==> src/rtl/seg7_pkg.sv <==
`default_nettype none
// ============================================================================
//  seg7_pkg
//  Shared constants, frame type and hex-to-segment lookup for seg7_scan_driver.
//  Rev 1.0
// ============================================================================
package seg7_pkg;

   localparam int NUM_DIGITS_DEF = 8;

   // Segment order {g,f,e,d,c,b,a}, active-high.
   localparam logic [6:0] HEX7_TABLE [16] = '{
      7'h3F, 7'h06, 7'h5B, 7'h4F, 7'h66, 7'h6D, 7'h7D, 7'h07,
      7'h7F, 7'h6F, 7'h77, 7'h7C, 7'h39, 7'h5E, 7'h79, 7'h71
   };

   typedef struct packed {
      logic [4*NUM_DIGITS_DEF-1:0] data;
      logic [NUM_DIGITS_DEF-1:0]   dp;
      logic                        lzb;
   } frame_t;

   function automatic logic [6:0] hex7(input logic [3:0] nibble);
      return HEX7_TABLE[nibble];
   endfunction

endpackage
`default_nettype wire

==> src/rtl/seg7_scan_driver_if.sv <==
`default_nettype none
// ============================================================================
//  seg7_scan_driver_if
//  Display-register inputs and scan outputs of the seven-segment driver.
//  Rev 1.0
// ============================================================================
interface seg7_scan_driver_if;
   import seg7_pkg::*;

   logic [4*NUM_DIGITS_DEF-1:0] SegData;
   logic [NUM_DIGITS_DEF-1:0]   DpMask;
   logic                        LzbEn;
   logic                        Enable;
   logic [NUM_DIGITS_DEF-1:0]   DigitSel;
   logic [7:0]                  SegOut;

   modport master (
      output SegData, DpMask, LzbEn, Enable,
      input  DigitSel, SegOut
   );

   modport slave (
      input  SegData, DpMask, LzbEn, Enable,
      output DigitSel, SegOut
   );

endinterface
`default_nettype wire

==> src/rtl/seg7_hex_decoder.sv <==
`default_nettype none
// ============================================================================
//  seg7_hex_decoder
//  Combinational hex nibble to seven-segment pattern decoder.
//  Rev 1.0
// ============================================================================
module seg7_hex_decoder
   import seg7_pkg::*;
(
   input  logic [3:0] nibble,
   output logic [6:0] segs
);

   always_comb segs = hex7(nibble);

endmodule
`default_nettype wire

==> src/rtl/seg7_scan_driver.sv <==
`default_nettype none
// ============================================================================
//  seg7_scan_driver
//  Time-multiplexed 8-digit seven-segment driver with per-frame data latching.
//  Rev 1.0
// ============================================================================
module seg7_scan_driver
   import seg7_pkg::*;
#(
   parameter int NUM_DIGITS  = 8,
   parameter int REFRESH_DIV = 100000,
   parameter int CNT_W       = 17
)(
   input  logic              clk,
   input  logic              reset,
   seg7_scan_driver_if.slave bus
);

   localparam int                IDX_W    = $clog2(NUM_DIGITS);
   localparam logic [CNT_W-1:0]  DIV_LAST = CNT_W'(REFRESH_DIV - 1);
   localparam logic [IDX_W-1:0]  IDX_LAST = IDX_W'(NUM_DIGITS - 1);

   if (REFRESH_DIV < 2 || (64'd1 << CNT_W) < 64'(REFRESH_DIV) ||
       NUM_DIGITS != NUM_DIGITS_DEF) begin : g_param_check
      $error("seg7_scan_driver: illegal NUM_DIGITS/REFRESH_DIV/CNT_W combination");
   end

   logic [CNT_W-1:0]      div_cnt;
   logic [IDX_W-1:0]      idx;
   frame_t                shadow;
   logic                  load_pending;
   logic [NUM_DIGITS-1:0] digit_sel;
   logic [7:0]            seg_out;

   logic                  tick;
   frame_t                live;
   frame_t                cur;
   logic [NUM_DIGITS-1:0] blank;
   logic [3:0]            nibble;
   logic [6:0]            segs;

   assign tick = (div_cnt == DIV_LAST);

   always_comb begin
      live.data = bus.SegData;
      live.dp   = bus.DpMask;
      live.lzb  = bus.LzbEn;
   end

   // The load cycle after reset shows the incoming frame directly, so digit 0
   // never flashes the cleared shadow.
   assign cur = load_pending ? live : shadow;

   assign blank[0] = 1'b0;
   for (genvar i = 1; i < NUM_DIGITS; i++) begin : g_blank
      assign blank[i] = cur.lzb && (cur.data[4*NUM_DIGITS-1:4*i] == '0);
   end

   assign nibble = cur.data[{idx, 2'b00} +: 4];

   seg7_hex_decoder u_hex_decoder (
      .nibble (nibble),
      .segs   (segs)
   );

   always_ff @(posedge clk or posedge reset) begin
      if (reset) begin
         div_cnt      <= '0;
         idx          <= '0;
         shadow       <= '0;
         load_pending <= 1'b1;
         digit_sel    <= '0;
         seg_out      <= '0;
      end else begin
         div_cnt      <= tick ? '0 : div_cnt + 1'b1;
         load_pending <= 1'b0;
         if (tick) begin
            idx <= (idx == IDX_LAST) ? '0 : idx + 1'b1;
         end
         if (load_pending || (tick && idx == IDX_LAST)) begin
            shadow <= live;
         end
         if (bus.Enable && !blank[idx]) begin
            digit_sel <= NUM_DIGITS'(1) << idx;
            seg_out   <= {cur.dp[idx], segs};
         end else begin
            digit_sel <= '0;
            seg_out   <= '0;
         end
      end
   end

   assign bus.DigitSel = digit_sel;
   assign bus.SegOut   = seg_out;

endmodule
`default_nettype wire
==> src/flat_wrapper.sv <==
// flat-port wrapper written by rule: the top's interface ports become plain ports
module seg7_scan_driver_flat import seg7_pkg::*;
#(
   parameter int NUM_DIGITS  = 8,
   parameter int REFRESH_DIV = 100000,
   parameter int CNT_W       = 17
)
  (clk, reset, bus_SegData, bus_DpMask, bus_LzbEn, bus_Enable, bus_DigitSel, bus_SegOut);
  seg7_scan_driver_if bus_i ();
  input  logic clk;
  input  logic reset;
  input wire logic [$bits(bus_i.SegData)-1:0] bus_SegData;
  input wire logic [$bits(bus_i.DpMask)-1:0] bus_DpMask;
  input wire logic [$bits(bus_i.LzbEn)-1:0] bus_LzbEn;
  input wire logic [$bits(bus_i.Enable)-1:0] bus_Enable;
  output wire logic [$bits(bus_i.DigitSel)-1:0] bus_DigitSel;
  output wire logic [$bits(bus_i.SegOut)-1:0] bus_SegOut;
  assign bus_i.SegData = bus_SegData;
  assign bus_i.DpMask = bus_DpMask;
  assign bus_i.LzbEn = bus_LzbEn;
  assign bus_i.Enable = bus_Enable;
  assign bus_DigitSel = bus_i.DigitSel;
  assign bus_SegOut = bus_i.SegOut;
  seg7_scan_driver #(.NUM_DIGITS(NUM_DIGITS), .REFRESH_DIV(REFRESH_DIV), .CNT_W(CNT_W)) u_core (.clk(clk), .reset(reset), .bus(bus_i));
endmodule
==> config.mk <==
export PLATFORM = sky130hd
export DESIGN_NAME = seg7_scan_driver_flat
export DESIGN_NICKNAME = d
export VERILOG_FILES = /design/src/rtl/seg7_pkg.sv /design/src/rtl/seg7_scan_driver_if.sv /design/src/rtl/seg7_hex_decoder.sv /design/src/rtl/seg7_scan_driver.sv /design/src/flat_wrapper.sv
export SDC_FILE = /design/constraint.sdc
export NUM_CORES = 1
export LEC_CHECK = 0
export CAP_MARGIN = 20
export CORE_MARGIN = 4
export CORE_UTILIZATION = 35
export CTS_CLUSTER_SIZE = 16
export DETAILED_ROUTE_END_ITERATION = 8
export DONT_BUFFER_PORTS = 1
export RECOVER_POWER = 25
export SLEW_MARGIN = 20
export SYNTH_ARGS = -nofsm -noshare
export SYNTH_HDL_FRONTEND = slang
export SYNTH_SLANG_ARGS = --single-unit
==> constraint.sdc <==
create_clock -name clk -period 3.3 [get_ports clk]
set_clock_uncertainty 0.15 [all_clocks]
set_input_delay 0.66 -clock clk [delete_from_list [all_inputs] [get_ports clk]]
set_output_delay 0.66 -clock clk [all_outputs]
set_load 0.02 [all_outputs]
==> metrics.cfg, run 1 <==
[outcome]
failed_checks = max-capacitance violations, max-slew violations
outcome = finished, violations left

[finish]
multi_input_area_um2 = 2100
n_antenna_cell = 0
nNetsFinal = 373
nFillCells = 1078
final_area_um2 = 4670
area_delta_synth_final_pct = 11.1
final_cells = 465
final_layout_size_suffix_gt1_frac = 0.220
regArea_um2 = 1950

[job]
cap_violations = 1

[place]
dp.cells = 449
place.gp.congestion = 0.796
dpl_cell_area_um2 = 4350
hpwl_um = 6460
placement.io_buffers = 0

[synth]
synth_ff_type = dfrtp_1
synth_warnings = 0
yosysSeqAreaShare = 0.465
synthTopCellsByArea = dfrtp_1 46%, mux4_1 8.8%, mux2_2 7.5%, mux2_1 4.6%, mux4_2 4.3%
yosys.area.top_type = dfrtp_1
synth_top_area_frac = 0.459
syn_inst = 317
syn_nets = 373
syn-cell-area_um2 = 4200
synth-seq-cells = 78
synthArstFlopShare = 1.00
yosysMostFrequentCell = dfrtp_1
synth_edf_count = 0
synth.avg_cell_area_um2 = 13.3
ys_top_cells_by_count = 77 x dfrtp_1, 28 x mux2_2, 19 x nor2_1
synth.distinct_cells = 52

[timing]
slew_viol_final = 44
finalSetupViolations = 0
tns_ns = 0
final_period_minus_worst_setup_slack_ns = 3.07
relSlewSlack = -0.337
grt_setup_unrepaired = no
fmax_mhz = 325
finalHoldViolations = 0
finalCritPeriodShare = 0.931
worst_hold_slack_ns = 0.303
max_slew.worst_pin.slew_ns = 1.99

[cts]
cts_resized = 0
clock_sinks = 78
cts_setup_buffers = 0
clk_latency_ns = 0.33
cts.htree.levels = 3
cts_tree = built
cts_buffer_depth = 2
cts_hold_buf = 0
numCtsBuffers = 9
cts-root-buf = clkbuf_16
clk_pin_slew_ns = 0.06

[routing]
vias = 2564
drt_iter0_markers = 131
first_pass_iters = 4
postRouteAntennaNets = 0
drc = 0
vias_per_cell = 5.51
wl_per_cell_um = 19.1
routed_wl_um = 8860

[die]
die_area_um2 = 13800
initial_core_util = 0.363
die-width_um = 118
io_pins = 60
die_y_um = 118
core_um2 = 11600
rows = 39

[critical_path]
crit_required_ns = 3.37
end_kind = register
criticalPathCategory = register to register
cp_max_fo = 21
reg2reg_depth = 6
critPathLaunchType = register
crit_arrival_ns = 3.14

[power]
power_switching_w = 0.000539
p_total_w = 0.00238
p_clk_frac = 0.443
power.density_nw_per_um2 = 509
peakVddDrop_uv = 259
switching_share = 0.227
power_frac_comb = 0.098
p_leak_nw = 1.92
seq_power_share = 0.459
internal_power_w = 0.00184

[global_routing]
overflow = 0
grt_pass1_vias = 2701
grt_util_all_layers = 0.134
antenna_found_initial = 0
grt_pass1_wl_um = 14800
grt_max_degree = 45

[min_path]
hold_path_depth = 1
hold_path.class = input port to register

[path summary, 6_finish.rpt]
check | startpoint | end | slack (ns)
max in group asynchronous | reset | u_core.load_pending$_DFF_PP1_ | 1.47
min in group asynchronous | reset | u_core.shadow[4]$_DFFE_PP0P_ | 0.57
worst max register to register | u_core.load_pending$_DFF_PP1_ | u_core.bus.SegOut[5]$_DFF_PP0_ | 0.23
worst min-delay path | bus_SegData[6] | u_core.shadow[15]$_DFFE_PP0P_ | 0.30
worst min register to register | u_core.shadow[12]$_DFFE_PP0P_ | u_core.shadow[12]$_DFFE_PP0P_ | 0.34
worst max-delay path | u_core.load_pending$_DFF_PP1_ | u_core.bus.SegOut[5]$_DFF_PP0_ | 0.23
[final cells by class]
cell class                 count  share of cell area
clock buffer                  12              0.0528
clock inverter                 4              0.0150
inverter                      12             0.00992
multi-input combinational    210               0.450
sequential                    78               0.419
tap                          143              0.0383
timing repair buffer           6              0.0150
[layout by cell type (no fill, tap or decap), drive strengths merged, types with 2 or more instances in the layout]
cell,Yosys,routed
clkbuf,4,12
mux2i,8,8
a211oi,4,4
clkinv,0,2
xnor2,7,7
buf,13,6
or4,3,3
or2,2,2
nor3,6,6
xor2,9,9
nor2b,6,6
a21oi,7,7
o21ai,7,7
a31oi,2,2
nor4,9,9
ha,12,12
and4,3,3
nand2b,2,2
inv,12,11
nand3,9,9
mux4,22,22
mux2,45,45
o41ai,2,2
nand4,2,2
nor2,20,20
dfrtp,77,77
o22ai,2,2
nand2,8,8
bufinv,0,2
and3,2,2
[critical path: stages (launching register included)]
cell,delay [ns]
dfstp_2,0.85
mux4_1,0.63
mux4_2,0.55
ha_1,0.26
o21ai_0,0.22
a21oi_1,0.07
a211oi_1,0.23
[metal layers]
metal / part of all wire / global-route usage
met1: 0.45 / 0.174
met5: 0 / 0
met4: 0.0074 / 0.0264
met2: 0.46 / 0.204
met3: 0.084 / 0.0687
[sequential cells by signal, indices dropped and copies added (netlist names)]
signal               count
u_core.bus.DigitSel      8
u_core.bus.SegOut        8
u_core.load_pending      1
u_core.idx               3
u_core.div_cnt          17
u_core.shadow           41
[cells by family (layout without fill, tap and decap cells)]
group	count (synthesis)	count (layout)	synth area share
compound gates	32	32	0.0590
xor+xnor	16	16	0.0334
fa+ha+maj	12	12	0.0357
buf+inv	29	34	0.0375
flops	78	78	0.465
mux	75	75	0.270
other cells	1	1	0.000893
simple gates	74	74	0.0983
[stage by stage]
| step | utilization | setup slack, ns |
|---|---|---|
| final | 0.403 | 0.227 |
| after global placement | 0.376 | 0.321 |
| after global routing | 0.403 | 0.0480 |
| after floorplan | - | 0.497 |
| after detailed placement | 0.376 | 0.211 |
| after CTS | 0.403 | 0.194 |
[power by group through the flow]
stage / clock network (W) / logic [W] / registers [W]
6_report: 0.00105 / 0.000233 / 0.00109
5_1_grt: 0.00113 / 0.000258 / 0.00110
2_1_floorplan: 0 / 0.000206 / 0.00109
3_3_place_gp: 0 / 0.000230 / 0.00111
4_1_cts: 0.00108 / 0.000237 / 0.00109
3_5_place_dp: 0 / 0.000236 / 0.00111
No activity file was read; power rests on OpenSTA's default activity.
==> run 2: changes to the inputs <==
--- a/config.mk
+++ b/config.mk
@@ -5,13 +5,13 @@
 export SDC_FILE = /design/constraint.sdc
 export NUM_CORES = 1
 export LEC_CHECK = 0
-export CAP_MARGIN = 20
 export CORE_MARGIN = 4
 export CORE_UTILIZATION = 35
 export CTS_CLUSTER_SIZE = 16
 export DETAILED_ROUTE_END_ITERATION = 8
 export DONT_BUFFER_PORTS = 1
 export RECOVER_POWER = 25
+export SETUP_SLACK_MARGIN = 0.3
 export SLEW_MARGIN = 20
 export SYNTH_ARGS = -nofsm -noshare
 export SYNTH_HDL_FRONTEND = slang
==> run 2 against run 1 <==
  * The flow still finishes with violations (max-capacitance violations, max-slew violations)
  * Critical path depth rose by 2
  * Total power is 0.28% higher
  * Setup slack better by 0.15 ns
  * Critical path type unchanged
  * Critical endpoint is now u_core.bus.SegOut[0]$_DFF_PP0_
==> metrics.cfg, run 2 (synthesis results as in run 1) <==
[timing]
finalHoldViolations = 0  ; unchanged
finalSetupViolations = 0  ; unchanged
tns_ns = 0  ; unchanged
relSlewSlack = -0.331  ; +0.00518
fmax_mhz = 342  ; +5.2%
worst_slack_ns = 0.379  ; +0.152 ns
max_slew.worst_pin.slew_ns = 1.99  ; -0.00772 ns
slew_viol_final = 44  ; unchanged
final_period_minus_worst_setup_slack_ns = 2.92  ; -0.152 ns
worst_hold_slack_ns = 0.305  ; +0.00221 ns
grt_setup_unrepaired = yes
finalCritPeriodShare = 0.885  ; -0.0460

[critical_path]
crit_slowest_cell = dfstp_4
end_kind = register
crit_path_start = u_core.load_pending$_DFF_PP1_
criticalPathCategory = register to register
path_cells = buf_4 -> mux4_1 -> mux2_2 -> a32oi_4 -> buf_12 -> nor2b_2 -> a22o_1 -> a211oi_2
r2r_start = u_core.load_pending$_DFF_PP1_
crit_required_ns = 3.39  ; +0.02 ns
reg2reg_depth = 8  ; +2
critPathLaunchType = register
cp_max_fo = 12  ; -43%
cpPeakStageDelay_ns = 0.72  ; -0.13 ns
crit_arrival_ns = 3.01  ; -0.13 ns

[cts]
cts.htree.levels = 3  ; unchanged
cts_hold_buf = 0  ; unchanged
numCtsBuffers = 9  ; unchanged
cts-root-buf = clkbuf_16
clk_latency_ns = 0.33  ; about the same
cts_tree = built
cts_buffer_depth = 2  ; unchanged
clk_pin_slew_ns = 0.06  ; about the same
clock_sinks = 78  ; unchanged

[place]
post-place-ws_ns = 0.211  ; unchanged
hpwl_um = 6460  ; unchanged
placement.io_buffers = 0  ; unchanged
place.gp.congestion = 0.796  ; unchanged

[finish]
area_delta_synth_final_pct = 11.9
largest_register_ffs = 41  ; unchanged
layout_commonest_cell = dfrtp_1
top_regs = u_core.shadow: 41 flops, u_core.div_cnt: 17 flops
final_cell_mix = 76 x dfrtp_1, 27 x mux2_2, 19 x nor2_1, 17 x mux2_1, 14 x mux4_1
nNetsFinal = 375  ; +0.54%
top_register = u_core.shadow
final_layout_size_suffix_gt1_frac = 0.228  ; +0.00790
final_core_util = 0.407  ; +0.00314
n_antenna_cell = 0  ; unchanged

[power]
power.density_nw_per_um2 = 507  ; -0.50%
peakVddDrop_uv = 258  ; -0.20%
p_leak_nw = 1.94  ; +0.96%

[die]
core_um2 = 11600  ; unchanged
die_y_um = 118  ; unchanged
die_area_um2 = 13800  ; unchanged
rows = 39  ; unchanged
initial_core_util = 0.363  ; unchanged
die-width_um = 118  ; unchanged
io_pins = 60  ; unchanged

[min_path]
hold_path_depth = 1  ; unchanged
hold_path.class = input port to register
min_from = bus_SegData[6]

[routing]
first_pass_iters = 4  ; unchanged
vias_per_cell = 5.50  ; -0.31%
postRouteAntennaNets = 0  ; unchanged
routed_wl_um = 8890  ; +0.28%
vias = 2567  ; +0.12%
wl_per_cell_um = 19.0  ; -0.15%
drt_iter0_markers = 131  ; unchanged
drc = 0  ; unchanged

[global_routing]
grt_util_all_layers = 0.135  ; +0.000925
grt_pass1_vias = 2708  ; +0.26%
grt_max_degree = 45  ; unchanged
grt_pass1_wl_um = 14900  ; +0.56%
overflow = 0  ; unchanged
antenna_found_initial = 0  ; unchanged

[job]
cap_violations = 1  ; unchanged

[outcome]
outcome = finished, violations left
failed_checks = max-capacitance violations, max-slew violations

run 2: layout make-up:
class / count / area (µm²)
repair buffers: 8 / 97.6
clock inverters: 4 / 70.1
clock buffers: 12 / 246
inverters: 12 / 46.3
well taps: 143 / 179
flip-flops and latches: 78 / 1960
fillers: 1079 / 6860
multi-input cells: 210 / 2100
run 2: worst paths after layout:
kind	slack, ns	end
worst max-delay path	0.38	u_core.bus.SegOut[0]$_DFF_PP0_
worst min-delay path	0.30	u_core.shadow[15]$_DFFE_PP0P_
worst max register to register	0.38	u_core.bus.SegOut[0]$_DFF_PP0_
worst min register to register	0.34	u_core.shadow[12]$_DFFE_PP0P_
max in group asynchronous	1.40	u_core.idx[1]$_DFFE_PP0N_
min in group asynchronous	0.57	u_core.shadow[4]$_DFFE_PP0P_
run 2: power by group:
part | switching, W | internal [W]
combinational | 0.000106 | 0.000137
sequential | 0.0000632 | 0.00103
clock | 0.000370 | 0.000681
run 2: per-stage QoR:
stage	power, W	cells	instance area, µm²
2_1_floorplan	0.00129	317	4200
6_report	0.00238	467	4700
5_1_grt	0.00249	467	4700
3_5_place_dp	0.00134	449	4350
3_3_place_gp	0.00134	449	4350
4_1_cts	0.00241	466	4680
run 2: per-layer routing:
metal,share of wire,track usage,vias up
met5,0,0,-
met3,0.082,0.0687,5
met2,0.46,0.206,57
met1,0.45,0.176,1309
met4,0.0068,0.0264,0
li1,-,-,1196
run 2: repair_timing:
item | 4_1_cts | 5_1_grt
resized for setup | 1 | 3
pin swaps | 0 | 1
endpoints found under the setup margin | 5 | 6
buffers inserted | 1 | 1
run 2: critical path, delay by kind of cell, from the launching register on:
family	cells	cell delay, ns
mux	2	0.86
compound gates	3	0.66
buf+inv	2	0.39
flops	1	0.72
simple gates	1	0.05
==> run 3: changes to the inputs <==
--- a/config.mk
+++ b/config.mk
@@ -10,6 +10,7 @@
 export CTS_CLUSTER_SIZE = 16
 export DETAILED_ROUTE_END_ITERATION = 8
 export DONT_BUFFER_PORTS = 1
+export PLACE_DENSITY = 0.52
 export RECOVER_POWER = 25
 export SETUP_SLACK_MARGIN = 0.3
 export SLEW_MARGIN = 20
==> run 3 against run 2 <==
  * The run ends with max-capacitance violations left
  * Sequential power about the same
  * First-iteration DRC count decreased by 9.9%
  * Global-route usage increased by 0.24 points
  * Die area unchanged
==> metrics.cfg, run 3 (synthesis results as in run 1) <==
[die]
io_pins = 60  ; unchanged
die_area_um2 = 13800  ; unchanged
rows = 39  ; unchanged
core_um2 = 11600  ; unchanged
die_y_um = 118  ; unchanged
initial_core_util = 0.363  ; unchanged
die-width_um = 118  ; unchanged

[power]
p_total_w = 0.00224  ; -5.8%
switching_share = 0.238  ; +0.0112
internal_power_w = 0.00171  ; -7.1%
p_leak_nw = 1.95  ; +0.32%
seq_power_share = 0.485  ; +0.028
peakVddDrop_uv = 374  ; +45%
p_clk_frac = 0.401  ; -0.040
power_switching_w = 0.000533  ; -1.1%
power.density_nw_per_um2 = 477  ; -5.9%
power_frac_comb = 0.114  ; +0.012

[timing]
finalCritPeriodShare = 0.888  ; +0.00319
slew_viol_final = 0  ; -100%
finalSetupViolations = 0  ; unchanged
grt_setup_unrepaired = yes
fmax_mhz = 341  ; -0.36%
final_period_minus_worst_setup_slack_ns = 2.93  ; +0.0105 ns
tns_ns = 0  ; unchanged
relSlewSlack = 0.000338  ; +0.332
max_slew.worst_pin.slew_ns = 1.49  ; -0.495 ns
finalHoldViolations = 0  ; unchanged

[critical_path]
crit_cells = 7  ; -1
crit_arrival_ns = 3.03  ; +0.02 ns
cpPeakStageDelay_ns = 0.72  ; about the same
crit_family = compound AO/OA/AOI/OAI gates
path_cells = buf_4 -> mux4_1 -> or2_1 -> a32oi_4 -> nor2b_2 -> a22o_1 -> a211oi_2
path_buf_inv = 1  ; -1
r2r_start = u_core.load_pending$_DFF_PP1_
reg2reg_slack_ns = 0.37  ; about the same
r2r-end = u_core.bus.SegOut[0]$_DFF_PP0_
cp_max_fo = 12  ; unchanged
crit_path_start = u_core.load_pending$_DFF_PP1_
crit_required_ns = 3.40  ; about the same
reg2reg_depth = 7  ; -1
critPathLaunchType = register
crit_slowest_cell = dfstp_4
end_kind = register
criticalPathCategory = register to register

[place]
dpl_cell_area_um2 = 4390  ; +0.98%
placement.io_buffers = 0  ; unchanged
place.gp.congestion = 0.824  ; +3.5%
hpwl_um = 6720  ; +4.0%

[finish]
top_register = u_core.shadow
top_regs = u_core.shadow: 41 flops, u_core.div_cnt: 17 flops
nFillCells = 1073  ; -0.56%
n_antenna_cell = 0  ; unchanged
largest_register_ffs = 41  ; unchanged
final_layout_size_suffix_gt1_frac = 0.243  ; +0.0148
area_delta_synth_final_pct = 12.1
nNetsFinal = 381  ; +1.6%
final_area_um2 = 4710  ; +0.11%
final_cell_mix = 77 x dfrtp_1, 27 x mux2_2, 19 x nor2_1, 17 x mux2_1, 14 x mux4_1
layout_commonest_cell = dfrtp_1

[cts]
clk_latency_ns = 0.34  ; about the same
cts.htree.levels = 3  ; unchanged
clk_pin_slew_ns = 0.06  ; about the same
clock_sinks = 78  ; unchanged
cts-root-buf = clkbuf_16
numCtsBuffers = 9  ; unchanged
cts_buffer_depth = 2  ; unchanged
cts_hold_buf = 0  ; unchanged
cts_tree = built

[routing]
wl_per_cell_um = 19.7  ; +3.4%
routed_wl_um = 9290  ; +4.6%
drc = 0  ; unchanged
postRouteAntennaNets = 0  ; unchanged
vias_per_cell = 5.41  ; -1.6%
first_pass_iters = 4  ; unchanged
vias = 2552  ; -0.58%
drt_iter0_markers = 118  ; -9.9%

[outcome]
failed_checks = max-capacitance violations
outcome = finished, violations left

[global_routing]
grtUsageMet1 = 0.167  ; -0.00823
grt_util_all_layers = 0.138  ; +0.00243
busiest_layer = met2
overflow = 0  ; unchanged
grt_pass1_wl_um = 15000  ; +0.64%
grt_pass1_vias = 2729  ; +0.78%
grt_max_degree = 45  ; unchanged
grt_util_met3 = 0.0658  ; -0.00288
met2_usage = 0.220  ; +0.0141
antenna_found_initial = 0  ; unchanged

[job]
cap_violations = 1  ; unchanged

[min_path]
hold_path.class = input port to register
whs_endpoint = u_core.shadow[31]$_DFFE_PP0P_
min_from = bus_SegData[22]
hold_path_depth = 1  ; unchanged

==> run 3: layout make-up <==
class	count	area, µm²	share of cell area
inverter	12	46.3	0.00984
clock buffer	14	264	0.0561
tap	143	179	0.0380
clock inverter	1	5.00	0.00106
multi-input combinational	211	2140	0.454
sequential	78	1960	0.416
timing repair buffer	13	120	0.0255
==> run 3: how the worst max path moves through the flow <==
| stage | to | slack, ns |
|---|---|---|
| 2_1_floorplan | u_core.bus.DigitSel[0]$_DFF_PP0_ | 0.50 |
| 3_3_place_gp | u_core.bus.SegOut[2]$_DFF_PP0_ | 0.22 |
| 3_5_place_dp | u_core.bus.SegOut[2]$_DFF_PP0_ | 0.18 |
| 4_1_cts | u_core.bus.SegOut[0]$_DFF_PP0_ | 0.33 |
| 5_1_grt | u_core.bus.SegOut[3]$_DFF_PP0_ | 0.30 |
| 6_report | u_core.bus.SegOut[0]$_DFF_PP0_ | 0.37 |
==> run 3: timing repair <==
| item | 4_1_cts | 5_1_grt |
|---|---|---|
| buffers inserted | 1 | 2 |
| gates cloned | 0 | 1 |
| resized for setup | 2 | 5 |
| pin swaps | 0 | 1 |
| endpoints found under the setup margin | 6 | 6 |
==> run 3: power groups by stage <==
stage / registers [W] / clock network (W) / logic, W
global placement: 0.00111 / 0 / 0.000237
floorplan: 0.00109 / 0 / 0.000206
CTS: 0.00109 / 0.000935 / 0.000250
global route: 0.00110 / 0.000987 / 0.000280
detailed placement: 0.00111 / 0 / 0.000244
finish: 0.00109 / 0.000900 / 0.000255
==> run 3: layer usage <==
layer,vias to the layer above,share of wire
met5,-,0
met4,0,0.012
met3,7,0.075
met2,53,0.48
met1,1288,0.43
li1,1204,-
==> run 3: worst register-to-register path, cell delays in order, from the launching register on <==
cell and delay [ns]:
dfstp_4 0.72, buf_4 0.23, mux4_1 0.55, or2_1 0.32, a32oi_4 0.35, nor2b_2 0.10, a22o_1 0.26, a211oi_2 0.19
==> run 3: per-stage QoR <==
| step | instances | util | hold slack, ns | setup WS, ns |
|---|---|---|---|---|
| final | 472 | 0.407 | 0.299 | 0.368 |
| after global routing | 472 | 0.407 | 0.285 | 0.296 |
| after CTS | 469 | 0.405 | 0.129 | 0.332 |
| after detailed placement | 453 | 0.380 | 0.325 | 0.182 |
| after global placement | 453 | 0.380 | 0.318 | 0.216 |
| after floorplan | 317 | - | 0.301 | 0.497 |
